[config.mk]
export PLATFORM = sky130hd
export DESIGN_NAME = controlador_jogo_flat
export DESIGN_NICKNAME = d
export VERILOG_FILES = /design/src/rtl/controlador_jogo_if.sv /design/src/rtl/controlador_jogo.sv /design/src/flat_wrapper.sv
export SDC_FILE = /design/constraint.sdc
export NUM_CORES = 1
export LEC_CHECK = 0
export ABC_AREA = 1
export BUFFER_PORTS_ARGS = -buffer_cell sky130_fd_sc_hd__buf_2
export CAP_MARGIN = 20
export CELL_PAD_IN_SITES_DETAIL_PLACEMENT = 0
export CELL_PAD_IN_SITES_GLOBAL_PLACEMENT = 1
export CORE_ASPECT_RATIO = 1.25
export CORE_MARGIN = 5
export CORE_UTILIZATION = 35
export DETAILED_ROUTE_END_ITERATION = 16
export PLACE_DENSITY_LB_ADDON = 0.25
export SKIP_LAST_GASP = 1
export SLEW_MARGIN = 25
export SYNTH_ARGS = -nofsm -noshare
export SYNTH_HDL_FRONTEND = slang
export SYNTH_SLANG_ARGS = --single-unit
[constraint.sdc]
create_clock -name clock -period 2.65 [get_ports clock]
set_input_delay 0.3975 -clock clock [delete_from_list [all_inputs] [get_ports clock]]
set_output_delay 0.3975 -clock clock [all_outputs]
set_load 0.005 [all_outputs]
[src/rtl/controlador_jogo_if.sv]
// Game-controller signal bundle: switch/strobe inputs towards the controller,
// phase, command pulses and score outputs back to the rest of the game.
interface controlador_jogo_if;
   logic       liga;
   logic       modo_ataque;
   logic       confirmar;
   logic       tick;
   logic       resultado_valido;
   logic       acerto;
   logic       repetido;
   logic       DESLIGADO;
   logic       PREPARACAO;
   logic       ATAQUE;
   logic       FIM;
   logic       grava_mapa;
   logic       dispara;
   logic [2:0] vida;
   logic [2:0] acertos;
   logic [4:0] jogadas;
   logic       vitoria;
   logic       derrota;
   logic       pisca;

   modport master (
      output liga, modo_ataque, confirmar, tick, resultado_valido, acerto, repetido,
      input  DESLIGADO, PREPARACAO, ATAQUE, FIM, grava_mapa, dispara,
      input  vida, acertos, jogadas, vitoria, derrota, pisca
   );

   modport slave (
      input  liga, modo_ataque, confirmar, tick, resultado_valido, acerto, repetido,
      output DESLIGADO, PREPARACAO, ATAQUE, FIM, grava_mapa, dispara,
      output vida, acertos, jogadas, vitoria, derrota, pisca
   );
endinterface

[src/rtl/controlador_jogo.sv]
// Naval-battle game sequencer: phase FSM, map-store / fire commands,
// lives / hits / shots bookkeeping and the end-of-game blink.
module controlador_jogo #(
   parameter int unsigned VIDA_INICIAL  = 3,
   parameter int unsigned CELULAS_NAVIO = 5,
   parameter int unsigned TIMEOUT       = 15,
   parameter int unsigned PISCA_DIV     = 8
) (
   input logic               clock,
   input logic               reset,
   controlador_jogo_if.slave bus
);
   localparam int unsigned TW = $clog2(TIMEOUT + 1);
   localparam int unsigned DW = $clog2(PISCA_DIV + 1);

   typedef enum logic [2:0] {S_DESL, S_PREP, S_ATQ, S_ESPERA, S_VIT, S_DER} state_t;

   state_t        state_q, state_d;
   logic          mapa_ok_q, mapa_ok_d;
   logic [TW-1:0] timer_q, timer_d;
   logic [DW-1:0] div_q, div_d;
   logic [2:0]    vida_q, vida_d, acertos_q, acertos_d;
   logic [4:0]    jogadas_q, jogadas_d;
   logic          pisca_q, pisca_d;
   logic          grava_q, grava_d, dispara_q, dispara_d;
   logic          desl_q, prep_q, atq_q, fim_q, vit_q, der_q;
   logic [2:0]    vida_menos, acertos_mais;
   logic [4:0]    jogadas_mais;

   // Next-state and next-counter logic
   always_comb begin
      state_d      = state_q;
      mapa_ok_d    = mapa_ok_q;
      timer_d      = timer_q;
      div_d        = '0;
      vida_d       = vida_q;
      acertos_d    = acertos_q;
      jogadas_d    = jogadas_q;
      pisca_d      = 1'b0;
      grava_d      = 1'b0;
      dispara_d    = 1'b0;
      vida_menos   = (vida_q != 3'd0) ? vida_q - 3'd1 : 3'd0;
      acertos_mais = (acertos_q < 3'(CELULAS_NAVIO)) ? acertos_q + 3'd1 : acertos_q;
      jogadas_mais = (&jogadas_q) ? jogadas_q : jogadas_q + 5'd1;

      // A pending shot must resolve before the game can be switched off
      if (!bus.liga && state_q != S_ESPERA) begin
         state_d   = S_DESL;
         mapa_ok_d = 1'b0;
         timer_d   = '0;
         vida_d    = 3'(VIDA_INICIAL);
         acertos_d = 3'd0;
         jogadas_d = 5'd0;
      end else begin
         case (state_q)
            S_DESL: state_d = S_PREP;
            S_PREP: begin
               if (bus.modo_ataque && mapa_ok_q) state_d = S_ATQ;
               if (bus.confirmar) begin
                  grava_d   = 1'b1;
                  mapa_ok_d = 1'b1;
               end
            end
            S_ATQ: begin
               if (bus.confirmar) begin
                  dispara_d = 1'b1;
                  timer_d   = '0;
                  state_d   = S_ESPERA;
               end else if (!bus.modo_ataque) begin
                  state_d   = S_PREP;
                  vida_d    = 3'(VIDA_INICIAL);
                  acertos_d = 3'd0;
                  jogadas_d = 5'd0;
               end
            end
            S_ESPERA: begin
               if (bus.resultado_valido) begin
                  if (bus.repetido) begin
                     state_d = S_ATQ;
                  end else if (bus.acerto) begin
                     acertos_d = acertos_mais;
                     jogadas_d = jogadas_mais;
                     state_d   = (acertos_mais == 3'(CELULAS_NAVIO)) ? S_VIT : S_ATQ;
                  end else begin
                     vida_d    = vida_menos;
                     jogadas_d = jogadas_mais;
                     state_d   = (vida_menos == 3'd0) ? S_DER : S_ATQ;
                  end
               end else if (timer_q == TW'(TIMEOUT - 1)) begin
                  state_d = S_ATQ;
               end else begin
                  timer_d = timer_q + TW'(1);
               end
            end
            S_VIT, S_DER: begin
               div_d   = div_q;
               pisca_d = pisca_q;
               if (bus.confirmar) begin
                  state_d   = S_PREP;
                  mapa_ok_d = 1'b0;
                  vida_d    = 3'(VIDA_INICIAL);
                  acertos_d = 3'd0;
                  jogadas_d = 5'd0;
                  div_d     = '0;
                  pisca_d   = 1'b0;
               end else if (bus.tick) begin
                  if (div_q == DW'(PISCA_DIV - 1)) begin
                     div_d   = '0;
                     pisca_d = ~pisca_q;
                  end else begin
                     div_d = div_q + DW'(1);
                  end
               end
            end
            default: state_d = S_DESL;
         endcase
      end
   end

   // State, counters and registered decode of the phase outputs
   always_ff @(posedge clock) begin
      if (reset) begin
         state_q   <= S_DESL;
         mapa_ok_q <= 1'b0;
         timer_q   <= '0;
         div_q     <= '0;
         vida_q    <= 3'(VIDA_INICIAL);
         acertos_q <= 3'd0;
         jogadas_q <= 5'd0;
         pisca_q   <= 1'b0;
         grava_q   <= 1'b0;
         dispara_q <= 1'b0;
         desl_q    <= 1'b1;
         prep_q    <= 1'b0;
         atq_q     <= 1'b0;
         fim_q     <= 1'b0;
         vit_q     <= 1'b0;
         der_q     <= 1'b0;
      end else begin
         state_q   <= state_d;
         mapa_ok_q <= mapa_ok_d;
         timer_q   <= timer_d;
         div_q     <= div_d;
         vida_q    <= vida_d;
         acertos_q <= acertos_d;
         jogadas_q <= jogadas_d;
         pisca_q   <= pisca_d;
         grava_q   <= grava_d;
         dispara_q <= dispara_d;
         desl_q    <= (state_d == S_DESL);
         prep_q    <= (state_d == S_PREP);
         atq_q     <= (state_d == S_ATQ) || (state_d == S_ESPERA);
         fim_q     <= (state_d == S_VIT) || (state_d == S_DER);
         vit_q     <= (state_d == S_VIT);
         der_q     <= (state_d == S_DER);
      end
   end

   assign bus.DESLIGADO  = desl_q;
   assign bus.PREPARACAO = prep_q;
   assign bus.ATAQUE     = atq_q;
   assign bus.FIM        = fim_q;
   assign bus.grava_mapa = grava_q;
   assign bus.dispara    = dispara_q;
   assign bus.vida       = vida_q;
   assign bus.acertos    = acertos_q;
   assign bus.jogadas    = jogadas_q;
   assign bus.vitoria    = vit_q;
   assign bus.derrota    = der_q;
   assign bus.pisca      = pisca_q;
endmodule

[src/flat_wrapper.sv]
// flat-port wrapper written by rule: the top's interface ports become plain ports
module controlador_jogo_flat 
#(
   parameter int unsigned VIDA_INICIAL  = 3,
   parameter int unsigned CELULAS_NAVIO = 5,
   parameter int unsigned TIMEOUT       = 15,
   parameter int unsigned PISCA_DIV     = 8
)
  (clock, reset, bus_liga, bus_modo_ataque, bus_confirmar, bus_tick, bus_resultado_valido, bus_acerto, bus_repetido, bus_DESLIGADO, bus_PREPARACAO, bus_ATAQUE, bus_FIM, bus_grava_mapa, bus_dispara, bus_vida, bus_acertos, bus_jogadas, bus_vitoria, bus_derrota, bus_pisca);
  controlador_jogo_if bus_i ();
  input logic clock;
  input logic reset;
  input wire logic [$bits(bus_i.liga)-1:0] bus_liga;
  input wire logic [$bits(bus_i.modo_ataque)-1:0] bus_modo_ataque;
  input wire logic [$bits(bus_i.confirmar)-1:0] bus_confirmar;
  input wire logic [$bits(bus_i.tick)-1:0] bus_tick;
  input wire logic [$bits(bus_i.resultado_valido)-1:0] bus_resultado_valido;
  input wire logic [$bits(bus_i.acerto)-1:0] bus_acerto;
  input wire logic [$bits(bus_i.repetido)-1:0] bus_repetido;
  output wire logic [$bits(bus_i.DESLIGADO)-1:0] bus_DESLIGADO;
  output wire logic [$bits(bus_i.PREPARACAO)-1:0] bus_PREPARACAO;
  output wire logic [$bits(bus_i.ATAQUE)-1:0] bus_ATAQUE;
  output wire logic [$bits(bus_i.FIM)-1:0] bus_FIM;
  output wire logic [$bits(bus_i.grava_mapa)-1:0] bus_grava_mapa;
  output wire logic [$bits(bus_i.dispara)-1:0] bus_dispara;
  output wire logic [$bits(bus_i.vida)-1:0] bus_vida;
  output wire logic [$bits(bus_i.acertos)-1:0] bus_acertos;
  output wire logic [$bits(bus_i.jogadas)-1:0] bus_jogadas;
  output wire logic [$bits(bus_i.vitoria)-1:0] bus_vitoria;
  output wire logic [$bits(bus_i.derrota)-1:0] bus_derrota;
  output wire logic [$bits(bus_i.pisca)-1:0] bus_pisca;
  assign bus_i.liga = bus_liga;
  assign bus_i.modo_ataque = bus_modo_ataque;
  assign bus_i.confirmar = bus_confirmar;
  assign bus_i.tick = bus_tick;
  assign bus_i.resultado_valido = bus_resultado_valido;
  assign bus_i.acerto = bus_acerto;
  assign bus_i.repetido = bus_repetido;
  assign bus_DESLIGADO = bus_i.DESLIGADO;
  assign bus_PREPARACAO = bus_i.PREPARACAO;
  assign bus_ATAQUE = bus_i.ATAQUE;
  assign bus_FIM = bus_i.FIM;
  assign bus_grava_mapa = bus_i.grava_mapa;
  assign bus_dispara = bus_i.dispara;
  assign bus_vida = bus_i.vida;
  assign bus_acertos = bus_i.acertos;
  assign bus_jogadas = bus_i.jogadas;
  assign bus_vitoria = bus_i.vitoria;
  assign bus_derrota = bus_i.derrota;
  assign bus_pisca = bus_i.pisca;
  controlador_jogo #(.VIDA_INICIAL(VIDA_INICIAL), .CELULAS_NAVIO(CELULAS_NAVIO), .TIMEOUT(TIMEOUT), .PISCA_DIV(PISCA_DIV)) u_core (.clock(clock), .reset(reset), .bus(bus_i));
endmodule
### Word level (Yosys, flattened, before mapping)

Index checks and enable logic that the tools add are counted.

* bits in registers: 32
* bits of input ports: 9
* output and inout bits: 20
* word-level logic and storage cells: 120

* $add $sub $neg: 5
* order comparisons: 1
* equality and inequality tests: 26
* mux-type cells: 44
* bitwise operators: 4
* reduce and logical (&&, ||, !) cells: 24

Operators with widths (count)
* 3-bit two-way mux: 25
* 5-bit two-way mux: 6
* 2-bit inequality test (second input constant): 12
* 7-bit AND reduction: 3
* 3-bit case mux with 3 select lines: 2
* 4-bit two-way mux: 4
* 3-bit equality test (second input constant): 5
* 3-bit case mux with 5 select lines: 1
* 5-bit case mux with 3 select lines: 1
* 3-bit by 2-bit equality test with 1-bit output (second input constant): 4
* 3-bit logical NOT: 3
* 4-bit by 1-bit adder with 4-bit output (second input constant): 2
* 4-bit case mux with 2 select lines: 1
* 3-bit by 1-bit equality test with 1-bit output (second input constant): 2
* 3-bit nonzero test: 2
* 3-bit OR reduction: 2
* 5-bit by 1-bit adder with 5-bit output (second input constant): 1
* 5-bit AND reduction: 1
* 4-bit by 3-bit equality test with 1-bit output (second input constant): 1
* 4-bit equality test (second input constant): 1
* 1-bit NOT: 4
* 4-bit AND reduction: 1
* 2-bit nonzero test: 2
* 2-bit OR reduction: 2
* 12 further kinds: 16

### Longest topological paths before layout

* word-level depth: 11
* mapped depth: 14
* depth with buffers taken out: 14

### Worst setup path after synthesis

Ideal clock, no wire load.

* path kind: register to register
* start point: reg u_core.vida_q[1], in the netlist u_core.bus.vida[1]
* end point: reg u_core.vit_q, in the netlist u_core.bus.vitoria
* library setup time: 65 ps
* arrival: 1469 ps
* data required time: 2585 ps
* path slack: 1116 ps
* cell stages (with the launch flop): 13
* path buffers: 0
* period minus slack after synthesis: 1534 ps
* cells stage by stage: dfxtp_1 -> nor2_1 -> inv_1 -> ha_1 -> nor3_1 -> nand2_1 -> nand2_1 -> nand2_1 -> nand2_1 -> nand2_1 -> nand2_1 -> nand3_1 -> nor2_1

* word-level cells in the longest chain between the ends: 10
* elaborated cells on any way between the ends: 11
* classes of those cells: add/sub (1); eq/ne (1); mux (7); reduce/logical (2)

RTL lines
* from (decl): line controlador_jogo.sv:22 `logic [2:0] vida_q, vida_d, acertos_q, acertos_d;`
* from (signal assigned): line controlador_jogo.sv:127 `vida_q <= 3'(VIDA_INICIAL);`
* from (signal assigned): line controlador_jogo.sv:144 `vida_q <= vida_d;`
* 3-bit by 1-bit subtractor with 3-bit output / 3-bit nonzero test (equally long branches): line controlador_jogo.sv:42 `vida_menos = (vida_q != 3'd0) ? vida_q - 3'd1 : 3'd0;`
* 3-bit two-way mux *: line controlador_jogo.sv:42
* 3-bit logical NOT *: line controlador_jogo.sv:87 `state_d = (vida_menos == 3'd0) ? S_DER : S_ATQ;`
* 3-bit two-way mux *: line controlador_jogo.sv:87
* 3-bit two-way mux *: line controlador_jogo.sv:80 `end else if (bus.acerto) begin`
* 3-bit two-way mux *: line controlador_jogo.sv:78 `if (bus.repetido) begin`
* 3-bit two-way mux *: line controlador_jogo.sv:77 `if (bus.resultado_valido) begin`
* 3-bit case mux with 5 select lines *: line controlador_jogo.sv:55 `case (state_q)`
* 3-bit two-way mux *: line controlador_jogo.sv:47 `if (!bus.liga && state_q != S_ESPERA) begin`
* 3-bit equality test *: line controlador_jogo.sv:154 `vit_q <= (state_d == S_VIT);`
* to (signal assigned): line controlador_jogo.sv:154
* to (decl): line controlador_jogo.sv:26 `logic desl_q, prep_q, atq_q, fim_q, vit_q, der_q;`

Every way passes the cells marked *; elsewhere a longest branch is shown, timed or not.
A chain may end at the register's enable or synchronous reset.

### Final worst setup path

Same ends and word-level chain as after synthesis.

==> metrics <==
count of non-filler cells in the finished layout 323; DR pass1 iterations 4; ant diodes 0; wire length of the first global-routing pass 6220 um; Crit Path Category reg -> reg; Setup Skew 0.00294 ns; CTS clk-pin slew, worst paths 0.07 ns; hold crit path type in -> reg; largest area contributor in the netlist dfxtp_1; Final Critical Period 1.73 ns; wire per inst 10.8 um; Post-synth top cells nand2_1, nor2_1, dfxtp_1; Top Ports 29; setup TNS 0 ns; unrepaired setup endpoints after global routing false; CP Capture Type flop; Final nets 281; Clock Sinks 32; Post-synth EDFFs 0; top_reg_cell synth dfxtp_1; die area 6090 um2; initial antenna violation count 0; Starting Density 36.3%; worst path arrival time 1.96 ns; htree depth 2; Clk pwr share 42.3%; CTS resizes 0; reg-to-reg slack, setup 0.92 ns; CTS tree yes; post-CTS setup buffer count 0; Final ANT Viol Nets 0; Placer Congestion 0.774; fin worst setup slack 0.916 ns; CP startpoint u_core.bus.vida[1]$_SDFFE_PP1P_; gr ovfl total 0; drt initial violations 67; Synth area leaders dfxtp_1, nand2_1, nor2_1; capturing point of the worst reg2reg path u_core.bus.vitoria$_SDFF_PP0_; Die Height 86.0 um; reg-to-reg startpoint u_core.bus.vida[1]$_SDFFE_PP1P_; leakage power 0.890 nW; critical path fanouts, max 4; post-synthesis async set-or-reset flop share 0%; area delta synth->final 19.0%; Synthesis Warnings 0; fin util 43.2%; f_max 577 MHz; WHS Endpoint u_core.state_q[1]$_SDFF_PP0_; PD cells 470 nW/um2; maximum clock path buffer count 2; crit start category flop; period utilization 65.4%; vias in the first global route 1,441; Seq/Total Area, Yosys 39.6%; drt drc 0; core area 4460 um2; CTS Hold Buffers Added 0; status finished clean; Worst-Margin Slew 0.345 ns; endpoints failing setup 0; pin count of the biggest net entering global routing 11; Worst Hold Depth 2; Worst VDD drop 264 uV; Post-Synthesis Cells 229; Cell Rows 27; most common cell in the synthesized netlist nand2_1; Cells after DPL 315; Int Pwr 0.703 mW; Psw 0.202 mW; Max-slew headroom 76.9%; count of final hold-check violations 0; fin. max-slew vios 0; GRT Util Overall 12.6%; clk root buf clkbuf_8; Reg power frac 53.7%; Syn Std Cell Area 1620 um2; min-delay src reset; Final HPWL DP 2690 um; Worst Reg-to-Reg Cells 12; placed cell area 1830 um2; post-place setup slack 0.923 ns; Combinational Power Share 4.0%; total CTS buffers 5; layout cells sized above 1 22.3%; Sw Share 22.4%; syn_nets 246; synth unique cells 29; port bufs 28; worst skew pair latency 0.28 ns; vias 1,472; Mapped Avg Cell Area 7.06 um2; final instance area 1930 um2; die width 70.8 um; final WL 3490 um; worst endpoint required time 2.87 ns; FF+latch count, synth 32; maxcap violations 0; Yosys top cell area share 39.6%; Vias per Instance 4.56
registers in the layout (all words and copies together), names as in the netlist:
signal / cells
u_core.bus.acertos: 3
u_core.bus.FIM: 1
u_core.bus.jogadas: 5
u_core.timer_q: 4
u_core.state_q: 3
u_core.mapa_ok_q: 1
u_core.bus.dispara: 1
u_core.bus.PREPARACAO: 1
u_core.bus.DESLIGADO: 1
u_core.bus.vida: 3
u_core.div_q: 4
u_core.bus.derrota: 1
u_core.bus.pisca: 1
u_core.bus.vitoria: 1
u_core.bus.grava_mapa: 1
u_core.bus.ATAQUE: 1
power by group through the flow:
stage | Sequential, mW | Combinational, mW | Clock [mW]
final | 0.486 | 0.0360 | 0.383
after global routing | 0.486 | 0.0408 | 0.422
after CTS | 0.486 | 0.0364 | 0.399
after detailed placement | 0.497 | 0.0363 | 0
after global placement | 0.497 | 0.0369 | 0
after floorplan | 0.497 | 0.0184 | 0
kinds of logic (layout without fill, tap and decap cells):
logic type               count (synthesis)  after routing  share of synthesized area [%]
AO/OA/AOI/OAI                           28             28                           11.8
XOR/XNOR                                 3              3                           1.62
adder cells (fa/ha/maj)                  8              8                           6.19
buffers and inverters                   33             69                           7.73
flip-flops                              32             32                           39.6
AND/OR/NAND/NOR                        125            125                           33.1
stage by stage:
step                hold slack (ns)  power (mW)
detailed placement            0.480       0.533
global route                  0.374       0.949
global placement              0.482       0.534
floorplan                     0.452       0.516
finish                        0.375       0.905
CTS                           0.374       0.922
per-layer routing:
metal / up-vias / part of all wire, % / global-route usage [%] / wire [um]
met2: 24 / 47 / 21.2 / 1650
met5: - / 0 / 0 / 0
met3: 5 / 3.6 / 3.75 / 127
met4: 0 / 1.6 / 4.10 / 55
li1: 796 / - / - / -
met1: 647 / 47 / 15.3 / 1650
how the worst max path moves through the flow:
stage                                                to  slack [ns]  cells past startpoint
after global placement     u_core.div_q[0]$_SDFFE_PP0P_        0.89                      9
after detailed placement   u_core.div_q[0]$_SDFFE_PP0P_        0.92                      9
after global routing      u_core.bus.vitoria$_SDFF_PP0_        0.65                     12
after CTS                  u_core.div_q[0]$_SDFFE_PP0P_        0.90                      9
final                     u_core.bus.vitoria$_SDFF_PP0_        0.92                     12
after floorplan           u_core.bus.vitoria$_SDFF_PP0_        1.12                     12
critical path, stage by stage (launching register included):
cell	delay [ns]
dfxtp_1	0.34
nor2_1	0.20
inv_1	0.07
ha_1	0.19
nor3_1	0.23
nand2_1	0.08
nand2_1	0.07
nand2_1	0.07
nand2_1	0.07
nand2_1	0.05
nand2_1	0.10
nand3_1	0.11
nor2_1	0.10
cell usage in the layout, fill, tap and decap left out:
cell type / synthesis / routed
o211ai_4: 1 / 1
o211a_1: 1 / 1
and3_1: 1 / 1
xor2_1: 3 / 3
nor2_4: 1 / 1
a31oi_1: 1 / 1
a21boi_1: 1 / 1
nand3_1: 13 / 13
nor3_1: 9 / 9
inv_2: 10 / 10
o21ai_0: 4 / 4
nor2_1: 36 / 36
ha_1: 8 / 8
buf_2: 1 / 28
inv_1: 22 / 22
nor3b_1: 2 / 2
dfxtp_1: 32 / 32
o21ai_1: 5 / 5
nand2_2: 2 / 2
a221oi_1: 1 / 1
clkinv_2: 0 / 2
clkbuf_8: 0 / 6
o21ai_2: 1 / 1
nand3b_1: 1 / 1
a21oi_1: 10 / 10
o211ai_1: 1 / 1
buf_4: 0 / 1
or2_2: 1 / 1
a21oi_2: 1 / 1
nor2_2: 4 / 4
nand2_1: 55 / 55
a21oi_4: 1 / 1
layout make-up:
class	count	area, um2
Inverter	32	120
Clock inverter	2	10.0
Fill cell	492	2530
Multi-Input combinational cell	164	852
Clock buffer	6	82.6
Sequential cell	32	641
Timing Repair Buffer	29	148
Tap cell	58	72.6
No activity file was read; power rests on OpenSTA's default activity.
